$ cat src/rtl/mbox_fifo_ctrl.sv
// mbox_fifo_ctrl: multi-CPU mailbox front end. Arbitrates per-CPU requests onto an outbound
// AXI-Stream write port and an inbound read port. Define MBOX_RR_ARB_EN for round-robin, else fixed priority.
module mbox_fifo_ctrl #(
  parameter  int W_WIDTH_SYS = 32,
  parameter  int WIDTH_ADDR  = 32,
  parameter  int N_NUMB_CPU  = 4,
  parameter  int ACK_HOLD    = 4,
  parameter  int TIMEOUT     = 16,
  localparam int W_ID        = (N_NUMB_CPU > 1) ? $clog2(N_NUMB_CPU) : 1,
  localparam int FIFO_DATA   = W_ID + WIDTH_ADDR + W_WIDTH_SYS
) (
  input  logic                              clk,
  input  logic                              rstn,
  input  logic [N_NUMB_CPU-1:0]             req_i,
  input  logic [N_NUMB_CPU-1:0]             wren_i,
  input  logic [N_NUMB_CPU*WIDTH_ADDR-1:0]  addr_i,
  input  logic [N_NUMB_CPU*W_WIDTH_SYS-1:0] data_i,
  output logic [W_WIDTH_SYS-1:0]            rdata_o,
  output logic [N_NUMB_CPU-1:0]             ack_o,
  output logic                              err_full_o,
  output logic                              err_empty_o,
  output logic                              busy_o,
  output logic [FIFO_DATA-1:0]              s_tdata_o,
  output logic                              s_tvalid_o,
  input  logic                              s_tready_i,
  input  logic [W_WIDTH_SYS-1:0]            m_tdata_i,
  input  logic                              m_tvalid_i,
  output logic                              m_tready_o
);

  // state | meaning
  // IDLE  | no transaction, arbitrating over req_i
  // WR    | s_tvalid_o high, waiting for s_tready_i or timeout
  // RD    | waiting for m_tvalid_i or timeout
  // ACK   | ack_o[g] (and any error flag) held for ACK_HOLD cycles
  // REL   | waiting for the served CPU to drop its request
  typedef enum logic [2:0] {IDLE, WR, RD, ACK, REL} state_t;

  localparam logic [7:0] HOLD_LOAD = 8'(ACK_HOLD - 1);

  state_t                  state;
  logic [W_ID-1:0]         g;
  logic [W_ID-1:0]         pick;
  logic [N_NUMB_CPU-1:0]   pick_oh;
  logic [N_NUMB_CPU-1:0]   g_oh;
  logic                    pick_wr;
  logic [WIDTH_ADDR-1:0]   pick_addr;
  logic [W_WIDTH_SYS-1:0]  pick_data;
  logic [WIDTH_ADDR-1:0]   addr_q;
  logic [W_WIDTH_SYS-1:0]  data_q;
  logic [7:0]              tmo_cnt;
  logic [7:0]              hold_cnt;
  logic                    tmo_fire;

`ifdef MBOX_RR_ARB_EN
  logic [W_ID-1:0]         last_g;
  logic                    rr_found;

  // Scan starting one past the last grant; the inner loop keeps every index constant.
  always_comb begin
    pick     = '0;
    rr_found = 1'b0;
    for (int i = 0; i < N_NUMB_CPU; i++) begin
      for (int k = 0; k < N_NUMB_CPU; k++) begin
        if (!rr_found && req_i[k] && (((int'(last_g) + 1 + i) % N_NUMB_CPU) == k)) begin
          pick     = W_ID'(k);
          rr_found = 1'b1;
        end
      end
    end
  end
`else
  always_comb begin
    pick = '0;
    for (int k = N_NUMB_CPU - 1; k >= 0; k--) begin
      if (req_i[k]) pick = W_ID'(k);
    end
  end
`endif

  always_comb begin
    pick_oh   = '0;
    g_oh      = '0;
    pick_addr = '0;
    pick_data = '0;
    for (int k = 0; k < N_NUMB_CPU; k++) begin
      pick_oh[k] = (int'(pick) == k);
      g_oh[k]    = (int'(g) == k);
      if (int'(pick) == k) begin
        pick_addr = addr_i[k*WIDTH_ADDR +: WIDTH_ADDR];
        pick_data = data_i[k*W_WIDTH_SYS +: W_WIDTH_SYS];
      end
    end
  end

  assign pick_wr    = |(wren_i & pick_oh);
  assign tmo_fire   = (TIMEOUT != 0) && (tmo_cnt == 8'(TIMEOUT - 1));
  assign s_tdata_o  = {g, addr_q, data_q};
  // Pop in the same cycle the word is seen; ready may depend on valid.
  assign m_tready_o = (state == RD) && m_tvalid_i;

  always_ff @(posedge clk) begin
    if (!rstn) begin
      state       <= IDLE;
      g           <= '0;
      addr_q      <= '0;
      data_q      <= '0;
      tmo_cnt     <= '0;
      hold_cnt    <= '0;
      rdata_o     <= '0;
      ack_o       <= '0;
      err_full_o  <= 1'b0;
      err_empty_o <= 1'b0;
      busy_o      <= 1'b0;
      s_tvalid_o  <= 1'b0;
`ifdef MBOX_RR_ARB_EN
      last_g      <= W_ID'(N_NUMB_CPU - 1);
`endif
    end else begin
      case (state)
        IDLE: begin
          if (|req_i) begin
            g       <= pick;
            addr_q  <= pick_addr;
            data_q  <= pick_data;
            tmo_cnt <= '0;
            busy_o  <= 1'b1;
`ifdef MBOX_RR_ARB_EN
            last_g  <= pick;
`endif
            if (pick_wr) begin
              state      <= WR;
              s_tvalid_o <= 1'b1;
            end else begin
              state <= RD;
            end
          end
        end

        WR: begin
          if (s_tready_i) begin
            s_tvalid_o <= 1'b0;
            ack_o      <= g_oh;
            hold_cnt   <= HOLD_LOAD;
            state      <= ACK;
          end else if (tmo_fire) begin
            s_tvalid_o <= 1'b0;
            err_full_o <= 1'b1;
            ack_o      <= g_oh;
            hold_cnt   <= HOLD_LOAD;
            state      <= ACK;
          end else begin
            tmo_cnt <= tmo_cnt + 8'd1;
          end
        end

        RD: begin
          if (m_tvalid_i) begin
            rdata_o  <= m_tdata_i;
            ack_o    <= g_oh;
            hold_cnt <= HOLD_LOAD;
            state    <= ACK;
          end else if (tmo_fire) begin
            rdata_o     <= '0;
            err_empty_o <= 1'b1;
            ack_o       <= g_oh;
            hold_cnt    <= HOLD_LOAD;
            state       <= ACK;
          end else begin
            tmo_cnt <= tmo_cnt + 8'd1;
          end
        end

        ACK: begin
          if (hold_cnt == 8'd0) begin
            ack_o       <= '0;
            err_full_o  <= 1'b0;
            err_empty_o <= 1'b0;
            rdata_o     <= '0;
            state       <= REL;
          end else begin
            hold_cnt <= hold_cnt - 8'd1;
          end
        end

        REL: begin
          if (!(|(req_i & g_oh))) begin
            busy_o <= 1'b0;
            state  <= IDLE;
          end
        end

        default: begin
          state       <= IDLE;
          s_tvalid_o  <= 1'b0;
          ack_o       <= '0;
          err_full_o  <= 1'b0;
          err_empty_o <= 1'b0;
          busy_o      <= 1'b0;
        end
      endcase
    end
  end

endmodule

$ cat config.mk
export PLATFORM = sky130hd
export DESIGN_NAME = mbox_fifo_ctrl
export DESIGN_NICKNAME = d
export VERILOG_FILES = /design/src/rtl/mbox_fifo_ctrl.sv
export SDC_FILE = /design/constraint.sdc
export NUM_CORES = 1
export LEC_CHECK = 0
export ABC_CLOCK_PERIOD_IN_PS = 5800
export CORE_MARGIN = 1.5
export CORE_UTILIZATION = 25
export CTS_BUF_LIST = sky130_fd_sc_hd__clkbuf_4
export CTS_CLUSTER_DIAMETER = 100
export DETAILED_ROUTE_END_ITERATION = 10
export MAX_ROUTING_LAYER = met4
export RECOVER_POWER = 50
export SYNTH_ARGS = -nofsm -noshare
export SYNTH_HDL_FRONTEND = slang
export SYNTH_SLANG_ARGS = --single-unit
$ cat constraint.sdc
create_clock -name clk -period 5.8 [get_ports clk]
set_input_delay 1.16 -clock clk [delete_from_list [all_inputs] [get_ports clk]]
set_output_delay 1.16 -clock clk [all_outputs]
set_load 0.02 [all_outputs]
=== Word level (Yosys, flattened, before mapping) ===
Index checks and enable logic that the tools add are counted.

* Word-level logic and storage cells: 122
* Bits in registers: 125
* Input bits: 300

* Add/sub/neg operators: 2
* Muxes and demuxes: 53
* Bitwise logic cells: 7
* Reduce and logical (&&, ||, !) cells: 26
* Eq/ne operators: 22

{| class="wikitable"
|+ Operator list
! kind !! number
|-
| 2-to-1 mux 32 bit || 11
|-
| 2-to-1 mux 8 bit || 8
|-
| one-hot mux 32 bit (2 select lines) || 1
|-
| one-hot mux 8 bit (3 select lines) || 2
|-
| 2-to-1 mux 3 bit || 6
|-
| != test 2 bit, second input constant || 9
|-
| 2-to-1 mux 4 bit || 4
|-
| one-hot mux 4 bit (4 select lines) || 1
|-
| AND reduction 4 bit || 4
|-
| one-hot mux 3 bit (5 select lines) || 1
|-
| one-hot mux 1 bit (3 select lines) || 4
|-
| OR reduction 3 bit || 4
|-
| OR reduction 4 bit || 3
|-
| 2-to-1 mux 1 bit || 10
|-
| 2-to-1 mux 2 bit || 5
|-
| AND reduction 3 bit || 3
|-
| adder 8 x 1 -> 8 bit, second input constant || 1
|-
| bitwise AND 4 bit || 2
|-
| == test 2 bit, second input constant || 4
|-
| == test 8 x 4 -> 1 bit, second input constant || 1
|-
| zero test 8 bit || 1
|-
| subtractor 8 x 1 -> 8 bit, second input constant || 1
|-
| == test 3 x 2 -> 1 bit, second input constant || 2
|-
| != test 3 bit, second input constant || 2
|-
| 11 further kinds || 20
|}

=== Longest topological paths before layout ===
* Word-level depth: 10
* Mapped depth: 8
* Gate-level depth less buffers: 7

=== Worst setup path before layout ===
No wires, ideal clock.

* Path kind: input to register
* Start point: input port req_i[1]
* End point: register ack_o[0]
* Arrival: 2600 ps
* Stages on the path: 6
* Setup slack: 3070 ps
* Data required time: 5670 ps
* Library setup time: 130 ps
* Path through: clkbuf_1 -> or4_4 -> a221oi_4 -> a21oi_4 -> a221oi_4 -> o22ai_1

{| class="wikitable"
|+ RTL lines
! element !! RTL line !! text
|-
| from (decl) || 14 || <nowiki>input logic [N_NUMB_CPU-1:0] req_i,</nowiki>
|-
| to (signal assigned) || 143 || <nowiki>ack_o <= g_oh;</nowiki>
|-
| to (signal assigned) || 149 || <nowiki>ack_o <= g_oh;</nowiki>
|-
| to (signal assigned) || 160 || <nowiki>ack_o <= g_oh;</nowiki>
|-
| to (decl) || 19 || <nowiki>output logic [N_NUMB_CPU-1:0] ack_o,</nowiki>
|}

=== Worst setup path in the final report ===
* Start point: input port m_tvalid_i
* End point: output port m_tready_o

* Longest elaborated chain between the ends: 1

{| class="wikitable"
|+ Ends and longest elaborated chain
! element !! RTL line !! text
|-
| from (decl) || 27 || <nowiki>input logic m_tvalid_i,</nowiki>
|-
| logical AND 1 bit || 100 || <nowiki>assign m_tready_o = (state == RD) && m_tvalid_i;</nowiki>
|-
| to (decl) || 28 || <nowiki>output logic m_tready_o</nowiki>
|}

No other way between the ends.

==> impl_metrics.yaml <==
logic_synthesis:
  synth_cell_type_count: 61
  ys_seq_area_frac: 0.359
  synthMuxAreaShare: 0.00718
  synth_edf_count: 0
  synth_ff_type: "dfxtp_1"
  syn_area_um2: 6970
  synth_xor_area_frac: 0
  ys_seq_elements: 125
  synthArstFlopShare: 0
  synth_fa_ha_area_frac: 0.00539
  synth_compound_area_frac: 0.376
  ys_warn_count: 0
  synth_top_family_by_area: "compound AO/OA/AOI/OAI gates"
  synth_simple_gate_area_frac: 0.196
  netlist_instances: 956
  syn_area_per_cell_um2: 7.29
  synth_nets: 1259
detailed_routing:
  viasPerCell: 5.00
  drc: 0
  firstDrtPassIters: 4
  drt-total-wl_mm: 30.5
  first_iter_violations: 439
  vias: 8447
  drtAntennaViolNets: 0
  wl_per_cell_um: 18.1
timing:
  drv_slew: 0
  finClkSkew_ns: 0.0225
  setup_viol: 0
  fin_hold_ws_ns: 0.472
  tns_ns: 0
  rsz0062_at_grt: "no"
  fmax_mhz: 250
  worst_slack_ns: 1.80
  hold_violations: 0
  tightest_slew_ns: 1.31
  min_period_ns: 4.00
  post-route-period-util: 0.689
  relSlewSlack: 0.126
power_and_ir_drop:
  finalPower_mw: 3.09
  ir_drop_v: 0.0000910
  p_leak_nw: 4.31
  combPwrFrac: 0.453
  sw_frac_of_total: 0.407
  power_density_nw_per_um2: 269
  power_frac_seq: 0.358
  clkPwrFrac: 0.189
  internal-power_mw: 1.83
  p_switching_mw: 1.26
setup_path:
  r2r_start: "tmo_cnt[4]"
  cp_max_fo: 6
  start_kind: "input pin"
  r2r_cells: 5
  cp.required_ns: 4.64
  path_class: "input pin to primary output"
  rrSetupSlack_ns: 2.92
  rr_endpoint: "ack_o[0]"
  cp-end-kind: "primary output"
  cp.arrival_ns: 2.84
global_routing:
  grt_start_max_net_pins: 89
  antenna_found_initial: 4
  grt_pass1_vias: 8301
  met2_usage: 0.368
  track_usage: 0.213
  grt_overflow: 0
  grt_pass1_wl_mm: 46.3
  busiest_layer: "met2"
  use_met3: 0.0521
  use_met1: 0.240
hold_path:
  hold_start: "rdata_o[25]"
  min_path_cells: 2
  worstHoldPathType: "register to register"
  holdPathEnd: "rdata_o[25]"
final_layout:
  syn_to_final_growth_pct: 64.8
  fillCellCount: 2871
  utilization: 0.423
  nNetsFinal: 1603
  drive_above_1_share: 0.0465
  fin_area_um2: 11500
  multi_input_area_um2: 4070
  seqCellArea_um2: 2500
  stdcell_count: 1689
flow_run:
  drv_cap: 0
cts:
  clockBufferDepth: 2
  clk_pin_slew_worst_paths_ns: 0.13
  postCtsHoldBufs: 0
  cts_resized: 0
  root_buffer: "clkbuf_4"
  clk_latency_ns: 0.54
  cts_setup_buffers: 0
  cts_sinks: 125
  cts_tree: "done"
  cts_max_level: 4
  numCtsBuffers: 17
die:
  dieArea_um2: 28900
  die_h_um: 170
  ios: 407
  initial_core_util: 0.256
  die_w_um: 170
  num_rows: 60
  fp.coreArea_um2: 27200
placed_design:
  finalWeightedCongestion: 0.831
  hpwlAfterDp_mm: 22.2
  dp.cells: 1653
  port_buffers: 406
  placed_cell_area_um2: 11300
  post-place-ws_ns: 1.81
outcome:
  status: "complete, no violations"
## cell usage after synthesis, drive strengths merged, types with 5 or more instances
cell type | count | area (µm²)
a21boi | 38 | 285
a21oi | 141 | 728
a22oi | 63 | 473
a31oi | 7 | 43.8
buf | 21 | 97.6
clkbuf | 72 | 270
dfxtp | 125 | 2500
inv | 5 | 18.8
mux2i | 5 | 50.1
nand2 | 149 | 559
nand3 | 77 | 385
nand3b | 5 | 37.5
nor2 | 22 | 82.6
nor2b | 5 | 31.3
nor3 | 6 | 30.0
o21ai | 143 | 716
o22ai | 6 | 37.5
or3 | 5 | 32.5
## layer usage
| layer | vias to the layer above | share of wire |
|---|---|---|
| met5 | - | 0 |
| met4 | 0 | 0.022 |
| met3 | 37 | 0.068 |
| met2 | 327 | 0.51 |
| met1 | 3907 | 0.40 |
| li1 | 4176 | - |
## layout by cell type (no fill, tap or decap), types with 7 or more instances in the layout
cell	instances
a21oi_1	139
clkbuf_4	17
a31oi_1	7
dlygate4sd3_1	98
nor2_1	22
a21boi_0	34
buf_4	13
clkdlybuf4s50_1	306
nand2_1	149
o21ai_0	136
dfxtp_1	125
nand3_1	77
a22oi_1	63
## worst max-delay path: stages
cell             delay [ns]
dlygate4sd3_1          0.66
and4bb_1               0.35
clkdlybuf4s50_1        0.67
## flip-flops by register name (all words and copies together), names as in the netlist
name and cells:
addr_q 32, state 3, g 2, err_empty_o 1, rdata_o 32, s_tvalid_o 1, tmo_cnt 8, hold_cnt 8
ack_o 4, data_q 32, busy_o 1, err_full_o 1
## how the worst max path moves through the flow
stage	from	to	slack (ns)
floorplan	req_i[1]	ack_o[0]	3.07
global placement	req_i[2]	data_q[1]	1.86
detailed placement	req_i[2]	data_q[1]	1.81
CTS	m_tvalid_i	m_tready_o	1.90
global route	m_tvalid_i	m_tready_o	1.75
finish	m_tvalid_i	m_tready_o	1.80
## area by class of cell
class	count	area share
antenna	4	0.000872
clock buffer	17	0.0111
clock inverter	15	0.0108
inverter	5	0.00163
multi-input combinational	733	0.355
sequential	125	0.218
tap	372	0.0405
timing repair buffer	418	0.362
## power groups by stage
stage	Clock [mW]	Combinational [mW]	Sequential, mW
2_1_floorplan	0	0.624	1.26
3_3_place_gp	0	1.46	1.13
3_5_place_dp	0	1.46	1.13
4_1_cts	0.614	1.47	1.11
5_1_grt	0.650	1.53	1.13
6_report	0.582	1.40	1.11
## cell families (layout without fill, tap and decap cells)
kind of cell             Yosys count  count (layout)
other                              0               4
buffers and inverters             98             455
AO/OA/AOI/OAI                    431             431
flip-flops                       125             125
adder cells (fa/ha/maj)            3               3
multiplexers                       5               5
AND/OR/NAND/NOR                  294             294
No activity file was read; power rests on OpenSTA's default activity.
